**config.mk**
```make
export PLATFORM = sky130hd
export DESIGN_NAME = qmax_table_rmw_flat
export DESIGN_NICKNAME = d
export VERILOG_FILES = /design/src/rtl/qmax_table_rmw_if.sv /design/src/rtl/qmax_table_rmw.sv /design/src/flat_wrapper.sv
export SDC_FILE = /design/constraint.sdc
export NUM_CORES = 1
export LEC_CHECK = 0
export BUFFER_PORTS_ARGS = -buffer_cell sky130_fd_sc_hd__buf_2
export CORE_MARGIN = 1
export CORE_UTILIZATION = 60
export CTS_BUF_LIST = sky130_fd_sc_hd__clkbuf_4 sky130_fd_sc_hd__clkbuf_8
export CTS_CLUSTER_DIAMETER = 50
export DETAILED_ROUTE_END_ITERATION = 12
export GPL_ROUTABILITY_DRIVEN = 0
export HOLD_SLACK_MARGIN = 0.15
export PLACE_DENSITY = 0.76
export SYNTH_ARGS = -nofsm -noshare
export SYNTH_HDL_FRONTEND = slang
export SYNTH_SLANG_ARGS = --single-unit
```
**constraint.sdc**
```tcl
create_clock -name i_clk -period 4.72 [get_ports i_clk]
set_input_delay 1.18 -clock i_clk [delete_from_list [all_inputs] [get_ports i_clk]]
set_output_delay 1.18 -clock i_clk [all_outputs]
set_load 0.01 [all_outputs]
```
**src/rtl/qmax_table_rmw_if.sv**
```systemverilog
// -----------------------------------------------------------------------------
// qmax_table_rmw_if
// Port bundle for the Q-max table: clear/busy control, read port and
// overwrite/max-update write port.
//   master : drives the requests (i_*) and observes the responses (o_*)
//   slave  : the table itself
// -----------------------------------------------------------------------------
interface qmax_table_rmw_if #(
  parameter int unsigned ADDR_WIDTH = 6,
  parameter int unsigned DATA_WIDTH = 16
);
  logic                  i_clear;
  logic                  o_busy;
  logic                  i_rd_en;
  logic [ADDR_WIDTH-1:0] i_rd_addr;
  logic                  o_rd_valid;
  logic [DATA_WIDTH-1:0] o_rd_data;
  logic                  i_wr_en;
  logic                  i_wr_mode;
  logic [ADDR_WIDTH-1:0] i_wr_addr;
  logic [DATA_WIDTH-1:0] i_wr_data;
  logic                  o_updated;

  modport master (
    output i_clear, i_rd_en, i_rd_addr, i_wr_en, i_wr_mode, i_wr_addr, i_wr_data,
    input  o_busy, o_rd_valid, o_rd_data, o_updated
  );

  modport slave (
    input  i_clear, i_rd_en, i_rd_addr, i_wr_en, i_wr_mode, i_wr_addr, i_wr_data,
    output o_busy, o_rd_valid, o_rd_data, o_updated
  );
endinterface

```
**src/rtl/qmax_table_rmw.sv**
```systemverilog
// -----------------------------------------------------------------------------
// qmax_table_rmw
// One max-Q value per state. 1-cycle read port, pipelined write port with
// overwrite or max-update (read-modify-write, commits only on a larger value),
// and a self-timed sequential clear after reset or on request.
// Ports:
//   i_clk    : clock, rising edge
//   i_rst_n  : asynchronous active-low reset
//   io_bus   : qmax_table_rmw_if.slave (clear/busy, read port, write port,
//              o_updated pulse)
// -----------------------------------------------------------------------------
module qmax_table_rmw #(
  parameter int unsigned           ADDR_WIDTH = 6,
  parameter int unsigned           DATA_WIDTH = 16,
  parameter int unsigned           DEPTH      = 64,
  parameter bit                    SIGNED     = 1'b1,
  parameter logic [DATA_WIDTH-1:0] INIT_VAL   = '0
) (
  input  logic               i_clk,
  input  logic               i_rst_n,
  qmax_table_rmw_if.slave    io_bus
);

  localparam logic [ADDR_WIDTH-1:0] LAST_ADDR = ADDR_WIDTH'(DEPTH - 1);

  typedef enum logic {
    ST_CLEAR = 1'b0,
    ST_RUN   = 1'b1
  } state_t;

  state_t                r_state;
  logic [ADDR_WIDTH-1:0] r_cnt;
  logic [DATA_WIDTH-1:0] r_mem [DEPTH];

  // Stage S1: write accepted in the previous cycle, with its captured old value
  logic                  r_s1_valid;
  logic                  r_s1_mode;
  logic [ADDR_WIDTH-1:0] r_s1_addr;
  logic [DATA_WIDTH-1:0] r_s1_data;
  logic [DATA_WIDTH-1:0] r_s1_old;

  logic                  r_busy;
  logic                  r_rd_valid;
  logic [DATA_WIDTH-1:0] r_rd_data;
  logic                  r_updated;

  logic                  w_run;
  logic                  w_port_en;
  logic                  w_wr_in_range;
  logic                  w_rd_in_range;
  logic                  w_wr_acc;
  logic                  w_rd_acc;
  logic                  w_s1_gt;
  logic                  w_s1_commit;
  logic                  w_s1_changed;
  logic [DATA_WIDTH-1:0] w_s1_eff;
  logic [DATA_WIDTH-1:0] w_wr_old;
  logic [DATA_WIDTH-1:0] w_rd_val;
  logic                  w_mem_we;
  logic [ADDR_WIDTH-1:0] w_mem_waddr;
  logic [DATA_WIDTH-1:0] w_mem_wdata;

  // Request qualification: ports are live only in RUN and not on a clear request
  assign w_run         = (r_state == ST_RUN);
  assign w_port_en     = w_run && !io_bus.i_clear;
  assign w_wr_in_range = (32'(io_bus.i_wr_addr) < DEPTH);
  assign w_rd_in_range = (32'(io_bus.i_rd_addr) < DEPTH);
  assign w_wr_acc      = w_port_en && io_bus.i_wr_en && w_wr_in_range;
  assign w_rd_acc      = w_port_en && io_bus.i_rd_en;

  // S1 resolve: compare selects signed or unsigned ordering
  assign w_s1_gt      = SIGNED ? ($signed(r_s1_data) > $signed(r_s1_old))
                               : (r_s1_data > r_s1_old);
  assign w_s1_commit  = r_s1_valid && (!r_s1_mode || w_s1_gt);
  assign w_s1_eff     = w_s1_commit ? r_s1_data : r_s1_old;
  assign w_s1_changed = w_s1_commit && (r_s1_data != r_s1_old);

  // Old value for a new write and read data both forward the S1 result on an
  // address match, since memory is only updated at the end of the S1 cycle
  assign w_wr_old = (r_s1_valid && (r_s1_addr == io_bus.i_wr_addr))
                    ? w_s1_eff : r_mem[io_bus.i_wr_addr];

  always_comb begin
    w_rd_val = INIT_VAL;
    if (w_rd_in_range) begin
      if (r_s1_valid && (r_s1_addr == io_bus.i_rd_addr)) begin
        w_rd_val = w_s1_eff;
      end else begin
        w_rd_val = r_mem[io_bus.i_rd_addr];
      end
    end
  end

  // Single memory write port: clear sweep in CLEAR, S1 commit in RUN
  always_comb begin
    w_mem_we    = 1'b0;
    w_mem_waddr = r_s1_addr;
    w_mem_wdata = r_s1_data;
    if (r_state == ST_CLEAR) begin
      w_mem_we    = 1'b1;
      w_mem_waddr = r_cnt;
      w_mem_wdata = INIT_VAL;
    end else if (w_port_en && w_s1_commit) begin
      w_mem_we = 1'b1;
    end
  end

  // Storage array, no reset: the clear sweep initialises it
  always_ff @(posedge i_clk) begin
    if (w_mem_we) begin
      r_mem[w_mem_waddr] <= w_mem_wdata;
    end
  end

  // Control FSM, S1 stage and registered outputs
  always_ff @(posedge i_clk or negedge i_rst_n) begin
    if (!i_rst_n) begin
      r_state    <= ST_CLEAR;
      r_cnt      <= '0;
      r_busy     <= 1'b1;
      r_s1_valid <= 1'b0;
      r_s1_mode  <= 1'b0;
      r_s1_addr  <= '0;
      r_s1_data  <= '0;
      r_s1_old   <= '0;
      r_rd_valid <= 1'b0;
      r_rd_data  <= '0;
      r_updated  <= 1'b0;
    end else begin
      r_rd_valid <= w_rd_acc;
      if (w_rd_acc) begin
        r_rd_data <= w_rd_val;
      end

      // A clear request drops the pending S1 write, so no pulse either
      r_updated  <= w_port_en && w_s1_changed;
      r_s1_valid <= w_wr_acc;
      if (w_wr_acc) begin
        r_s1_mode <= io_bus.i_wr_mode;
        r_s1_addr <= io_bus.i_wr_addr;
        r_s1_data <= io_bus.i_wr_data;
        r_s1_old  <= w_wr_old;
      end

      case (r_state)
        ST_CLEAR: begin
          if (r_cnt == LAST_ADDR) begin
            r_state <= ST_RUN;
            r_cnt   <= '0;
            r_busy  <= 1'b0;
          end else begin
            r_cnt <= r_cnt + ADDR_WIDTH'(1);
          end
        end
        ST_RUN: begin
          if (io_bus.i_clear) begin
            r_state <= ST_CLEAR;
            r_cnt   <= '0;
            r_busy  <= 1'b1;
          end
        end
        default: begin
          r_state <= ST_CLEAR;
          r_cnt   <= '0;
          r_busy  <= 1'b1;
        end
      endcase
    end
  end

  assign io_bus.o_busy     = r_busy;
  assign io_bus.o_rd_valid = r_rd_valid;
  assign io_bus.o_rd_data  = r_rd_data;
  assign io_bus.o_updated  = r_updated;

endmodule

```
**src/flat_wrapper.sv**
```systemverilog
// flat-port wrapper written by rule: the top's interface ports become plain ports
module qmax_table_rmw_flat 
#(
  parameter int unsigned           ADDR_WIDTH = 6,
  parameter int unsigned           DATA_WIDTH = 16,
  parameter int unsigned           DEPTH      = 64,
  parameter bit                    SIGNED     = 1'b1,
  parameter logic [DATA_WIDTH-1:0] INIT_VAL   = '0
)
  (i_clk, i_rst_n, io_bus_i_clear, io_bus_i_rd_en, io_bus_i_rd_addr, io_bus_i_wr_en, io_bus_i_wr_mode, io_bus_i_wr_addr, io_bus_i_wr_data, io_bus_o_busy, io_bus_o_rd_valid, io_bus_o_rd_data, io_bus_o_updated);
  qmax_table_rmw_if #(.ADDR_WIDTH(ADDR_WIDTH), .DATA_WIDTH(DATA_WIDTH)) io_bus_i ();
  input  logic i_clk;
  input  logic i_rst_n;
  input wire logic [$bits(io_bus_i.i_clear)-1:0] io_bus_i_clear;
  input wire logic [$bits(io_bus_i.i_rd_en)-1:0] io_bus_i_rd_en;
  input wire logic [$bits(io_bus_i.i_rd_addr)-1:0] io_bus_i_rd_addr;
  input wire logic [$bits(io_bus_i.i_wr_en)-1:0] io_bus_i_wr_en;
  input wire logic [$bits(io_bus_i.i_wr_mode)-1:0] io_bus_i_wr_mode;
  input wire logic [$bits(io_bus_i.i_wr_addr)-1:0] io_bus_i_wr_addr;
  input wire logic [$bits(io_bus_i.i_wr_data)-1:0] io_bus_i_wr_data;
  output wire logic [$bits(io_bus_i.o_busy)-1:0] io_bus_o_busy;
  output wire logic [$bits(io_bus_i.o_rd_valid)-1:0] io_bus_o_rd_valid;
  output wire logic [$bits(io_bus_i.o_rd_data)-1:0] io_bus_o_rd_data;
  output wire logic [$bits(io_bus_i.o_updated)-1:0] io_bus_o_updated;
  assign io_bus_i.i_clear = io_bus_i_clear;
  assign io_bus_i.i_rd_en = io_bus_i_rd_en;
  assign io_bus_i.i_rd_addr = io_bus_i_rd_addr;
  assign io_bus_i.i_wr_en = io_bus_i_wr_en;
  assign io_bus_i.i_wr_mode = io_bus_i_wr_mode;
  assign io_bus_i.i_wr_addr = io_bus_i_wr_addr;
  assign io_bus_i.i_wr_data = io_bus_i_wr_data;
  assign io_bus_o_busy = io_bus_i.o_busy;
  assign io_bus_o_rd_valid = io_bus_i.o_rd_valid;
  assign io_bus_o_rd_data = io_bus_i.o_rd_data;
  assign io_bus_o_updated = io_bus_i.o_updated;
  qmax_table_rmw #(.ADDR_WIDTH(ADDR_WIDTH), .DATA_WIDTH(DATA_WIDTH), .DEPTH(DEPTH), .SIGNED(SIGNED), .INIT_VAL(INIT_VAL)) u_core (.i_clk(i_clk), .i_rst_n(i_rst_n), .io_bus(io_bus_i));
endmodule
```
; Word-level counts from Yosys, hierarchy flattened
; Memory sizes are Yosys's and may differ from the RTL's.
; Cells that the tools add are included.
[totals]
in_bits = 34
regBits = 66
n_memories = 1
elab_cells = 52
out_inout_bits = 19
ramBits = 1024
[mem_list]
columns = name, depth, word_bits, rd, rd_clocked_by_memory_dff, wr, line
row1 = u_core.r_mem, 64, 16, 2, 0, 1, qmax_table_rmw.sv:33  ; logic [DATA_WIDTH-1:0] r_mem [DEPTH];
[classes]
eq_ne = 6
muxes = 18
addsub = 1
n_lt_le_gt_ge = 1
reduce_logical = 13
bitwise_logic = 1
[ops]
columns = operator, n
row1 = $mux W16, 4
row2 = $mux W6, 3
row3 = $gt A16 B16 Y1, 1
row4 = $ne A16 B16 Y1, 1
row5 = $eq A6 B6 Y1, 2
row6 = $pmux W6 S2, 1
row7 = $logic_and A1 B1 Y1, 9
row8 = $mux W1, 8
row9 = $add A6 B1 Y6 const B, 1
row10 = $eq A6 B6 Y1 const B, 1
row11 = $ne A2 B2 Y1 const B, 2
row12 = $pmux W1 S2, 2
row13 = $logic_not A1 Y1, 2
row14 = $reduce_and A2 Y1, 1
row15 = $logic_or A1 B1 Y1, 1
row16 = $not A1 Y1, 1

; Logic depth before layout (Yosys ltp)
[depth]
ltp_word = 8
ltp_mapped = 12
mapped_depth_nobuf = 9

; Least setup slack after synthesis
; No wires, ideal clock.
[synth_timing]
path_type = reg2reg
startpoint = reg u_core.r_s1_data[1]
endpoint = mem u_core.r_mem[34][0] (enable)
path_stages_with_launch = 10
required_time_ns = 4.311
n_path_buf = 1
setup_ns = 0.409
arrival_ns = 3.566
slack_ns = 0.744
synth_period_minus_slack_ns = 3.976
cell_sequence = dfrtp_1 > ha_1 > nor2b_1 > o211ai_1 > a2111oi_0 > o31ai_1 > a31oi_4 > o32a_1 > buf_2 > nor3_1
[synth_via]
elab_chain_len = 8
[synth_rtl]
columns = element, line
row1 = from (decl), qmax_table_rmw.sv:39  ; logic [DATA_WIDTH-1:0] r_s1_data;
row2 = from (signal assigned), qmax_table_rmw.sv:141  ; r_s1_data <= io_bus.i_wr_data;
row3 = $gt A16 B16 Y1, qmax_table_rmw.sv:72  ; assign w_s1_gt = SIGNED ? ($signed(r_s1_data) > $signed(r_s1_old))
row4 = $logic_or A1 B1 Y1, qmax_table_rmw.sv:74  ; assign w_s1_commit = r_s1_valid && (!r_s1_mode || w_s1_gt);
row5 = $logic_and A1 B1 Y1, qmax_table_rmw.sv:74
row6 = $logic_and A1 B1 Y1, qmax_table_rmw.sv:103  ; end else if (w_port_en && w_s1_commit) begin
row7 = $mux W1, qmax_table_rmw.sv:103
row8 = $mux W1, qmax_table_rmw.sv:99  ; if (r_state == ST_CLEAR) begin
row9 = $mux W1, qmax_table_rmw.sv:110  ; if (w_mem_we) begin
row10 = $mux W1 (not written as such), qmax_table_rmw.sv:111  ; r_mem[w_mem_waddr] <= w_mem_wdata;
row11 = to (decl), qmax_table_rmw.sv:33
; No other way between the ends.

; Worst setup path in the final report
[layout_timing]
startpoint = reg u_core.r_s1_old[7]
endpoint = mem u_core.r_mem[6][4] (enable)
[layout_via]
elab_chain_len = 8
[layout_rtl]
columns = element, line
row1 = from (decl), qmax_table_rmw.sv:40  ; logic [DATA_WIDTH-1:0] r_s1_old;
row2 = from (signal assigned), qmax_table_rmw.sv:142  ; r_s1_old <= w_wr_old;
row3 = $gt A16 B16 Y1, qmax_table_rmw.sv:72
row4 = $logic_or A1 B1 Y1, qmax_table_rmw.sv:74
row5 = $logic_and A1 B1 Y1, qmax_table_rmw.sv:74
row6 = $logic_and A1 B1 Y1, qmax_table_rmw.sv:103
row7 = $mux W1, qmax_table_rmw.sv:103
row8 = $mux W1, qmax_table_rmw.sv:99
row9 = $mux W1, qmax_table_rmw.sv:110
row10 = $mux W1 (not written as such), qmax_table_rmw.sv:111
; No other way between the ends.

==> results.toml <==
[setup_path]
r2r_cells = 10
cp-start-kind = "flip-flop"
r2r_slack_ns = 0.65
arrival_ns = 4.55
crit_required_ns = 5.20
worst-setup-path-type = "reg -> reg"
r2r_end = "u_core.r_mem[6][4]"
timing.rr.start = "u_core.r_s1_old[7]"
worst_setup_path_end_kind = "flip-flop"
cp_max_fo = 32

[detailed_routing]
drt_pass1_iterations = 7
vias_per_cell = 7.446
vias = 29760
drc_errors = 0
wl_per_cell_microns = 37.32
drt-total-wl_microns = 149200
postRouteAntennaNets = 0
drt_iter0_drc = 4831

[synthesis]
synth_edf_count = 1024
syn_nets = 2574
syn_area_sq_um = 50770
yosysSeqAreaShare = 0.6383
async_flop_share = 0.06055
ys_warn_count = 0
synth.distinct_cells = 62
synth_area_per_cell_sq_um = 20.12
synth-seq-cells = 1090
ys.flop_type = "edfxtp_1"
syn_inst = 2523

[cells_and_area]
regArea_sq_um = 32400
post_route_cells_drive_above_1_share = 0.4194
post-route-util = 0.6817
area_growth_pct = 12.38
postLayoutCellArea_sq_um = 57050
final_cells = 3997
fillers = 5104
multi_input_area_sq_um = 17750
num-nets-final = 2768

[clock_tree]
cts.sinks = 1090
cts_inserted_buffers = 172
root_buffer = "clkbuf_8"
clk-insertion-delay-late_ns = 0.86
clk_pin_slew_worst_paths_ns = 0.07
cts_setup_buffers = 0
cts_tree = "built"
cts_hold_buffers = 0
cts_buffer_depth = 3
cts_htree_levels = 4
postCtsResizedCells = 0

[placed_design]
dpl.cell_count = 3677
dp_hpwl_microns = 92940
dpl_cell_area_sq_um = 53520
portBuffers = 52

[grt]
grt_overflow_total = 0
grt_use_total = 0.3565
grt_pass1_wl_microns = 213200
grt_pass1_vias = 29790
grt_antenna_before_repair = 16
grt_max_degree = 65

[sta]
rsz0062_at_grt = "false"
fin_setup_tns_ns = 0
setup_viol = 0
worst_slew_pin_slew_ns = 1.391
slew_viol_final = 0
fmax_ghz = 0.2460
finalCritPeriodShare = 0.8613
max_slew_margin = 0.07255
hold_violations = 0
fin_crit_ns = 4.065
finalClockSkew_ns = 0.04221

[floorplanning]
die_h_microns = 292.9
ios = 53
core_area_sq_um = 83690
die_w_microns = 292.9
start_util = 0.6066
num_rows = 106
die_area_sq_um = 85780

[power_and_ir_drop]
powerDensity_nw_per_um2 = 431.9
internal-power_w = 0.01753
pwr-share-seq = 0.491
vdd_drop_max_mv = 0.2839
pwr-share-comb = 0.175
sw_frac_of_total = 0.2887
power_frac_clock = 0.334
p_sw_w = 0.007115
power.total_w = 0.02464
leakage_nw = 18.81

[hold_path]
hold_class = "in -> async"

[job]
maxCapViolations = 0

[run_status]
status = "completed"
-- cell usage after synthesis (17+ instances only) --
library cell  instances  area, sq um
edfxtp_1           1024        30750
mux4_2              578        13020
nand2_1              97        364.1
clkbuf_1             96        360.4
a22oi_1              79        593.1
nor3_1               67        335.3
mux2i_1              66        660.6
dfrtp_1              65         1627
buf_2                57        285.3
a21oi_1              31        155.2
o22ai_1              28        175.2
inv_1                25        93.84
buf_1                22        82.58
nand2b_1             20        125.1
nor2_1               20        75.07
mux2_2               19        214.0
ha_1                 17        212.7
-- layout make-up --
cell class                 count  share of cell area
sequential                  1090              0.5680
multi-input combinational   1206              0.3111
clock buffer                 234             0.05020
timing repair buffer         218             0.03224
tap                         1134             0.02487
clock inverter                82             0.01151
inverter                      29            0.001908
antenna                        4           0.0001755
-- how the worst max path moves through the flow --
stage / endpoint / startpoint / slack, ns / cells after the start
2_1_floorplan: u_core.r_mem[34][0] / u_core.r_s1_data[1] / 0.74 / 9
3_3_place_gp: u_core.r_s1_old[6] / io_bus_i_clear / 0.66 / 8
3_5_place_dp: u_core.r_s1_old[6] / io_bus_i_clear / 0.64 / 8
4_1_cts: u_core.r_mem[6][10] / u_core.r_s1_old[7] / 0.75 / 10
5_1_grt: u_core.r_mem[4][9] / u_core.r_s1_data[1] / 0.58 / 9
6_report: u_core.r_mem[6][4] / u_core.r_s1_old[7] / 0.65 / 10
-- per-layer routing --
layer  share of wire  global-route usage  vias up
met2            0.45              0.5261     2420
met5         0.00068                   0        -
met4           0.059              0.1864       18
met3            0.15              0.1199      455
li1                -                   -    11420
met1            0.34              0.4767    15450
-- registers in the layout, summed over array words and instances (netlist names), 6 cells and up --
signal,flops
u_core.r_s1_data,16
u_core.r_s1_addr,6
u_core.r_mem,1024
u_core.io_bus.o_rd_data,16
u_core.r_s1_old,16
u_core.r_cnt,6
-- critical path, stage by stage (launching register included) --
cell and delay [ns]:
dfrtp_1 0.38, inv_1 0.06, ha_1 0.33, a21oi_1 0.17, o21ai_0 0.13, o2bb2ai_1 0.16
o31ai_1 0.56, a31oi_4 0.34, o32a_2 0.81, nor3_2 0.35, buf_4 0.38
-- placed cells by master (no fill, tap or decap), types with 30 or more instances in the layout --
cell type and count:
edfxtp_1 1024, mux4_2 578, clkbuf_8 177, buf_4 145, nand2_1 97, a22oi_1 79
mux2i_1 66, dfrtp_1 65, nor3_2 64, clkbuf_4 57, buf_2 46, clkinv_1 38
a21oi_1 30
-- cells by family after synthesis --
logic type | synth area share
flip-flops | 0.6383
AND/OR/NAND/NOR | 0.02405
multiplexers | 0.2736
AO/OA/AOI/OAI | 0.03687
buffers and inverters | 0.02041
XOR/XNOR | 0.002588
adder cells (fa/ha/maj) | 0.004190
-- power groups by stage --
stage	Clock [W]	Combinational (W)	Sequential [W]
after floorplan	0	0.00253	0.0120
after global placement	0	0.00411	0.0122
after detailed placement	0	0.00419	0.0123
after CTS	0.00826	0.00421	0.0121
after global routing	0.00866	0.00447	0.0122
final	0.00822	0.00431	0.0121
-- through the flow --
stage | worst slack, ns | hold WS, ns
global route | 0.5786 | 0.4987
detailed placement | 0.6398 | 0.4980
floorplan | 0.7443 | 0.4715
CTS | 0.7481 | 0.4460
finish | 0.6546 | 0.4827
global placement | 0.6641 | 0.4815
No activity file was read; power rests on OpenSTA's default activity.
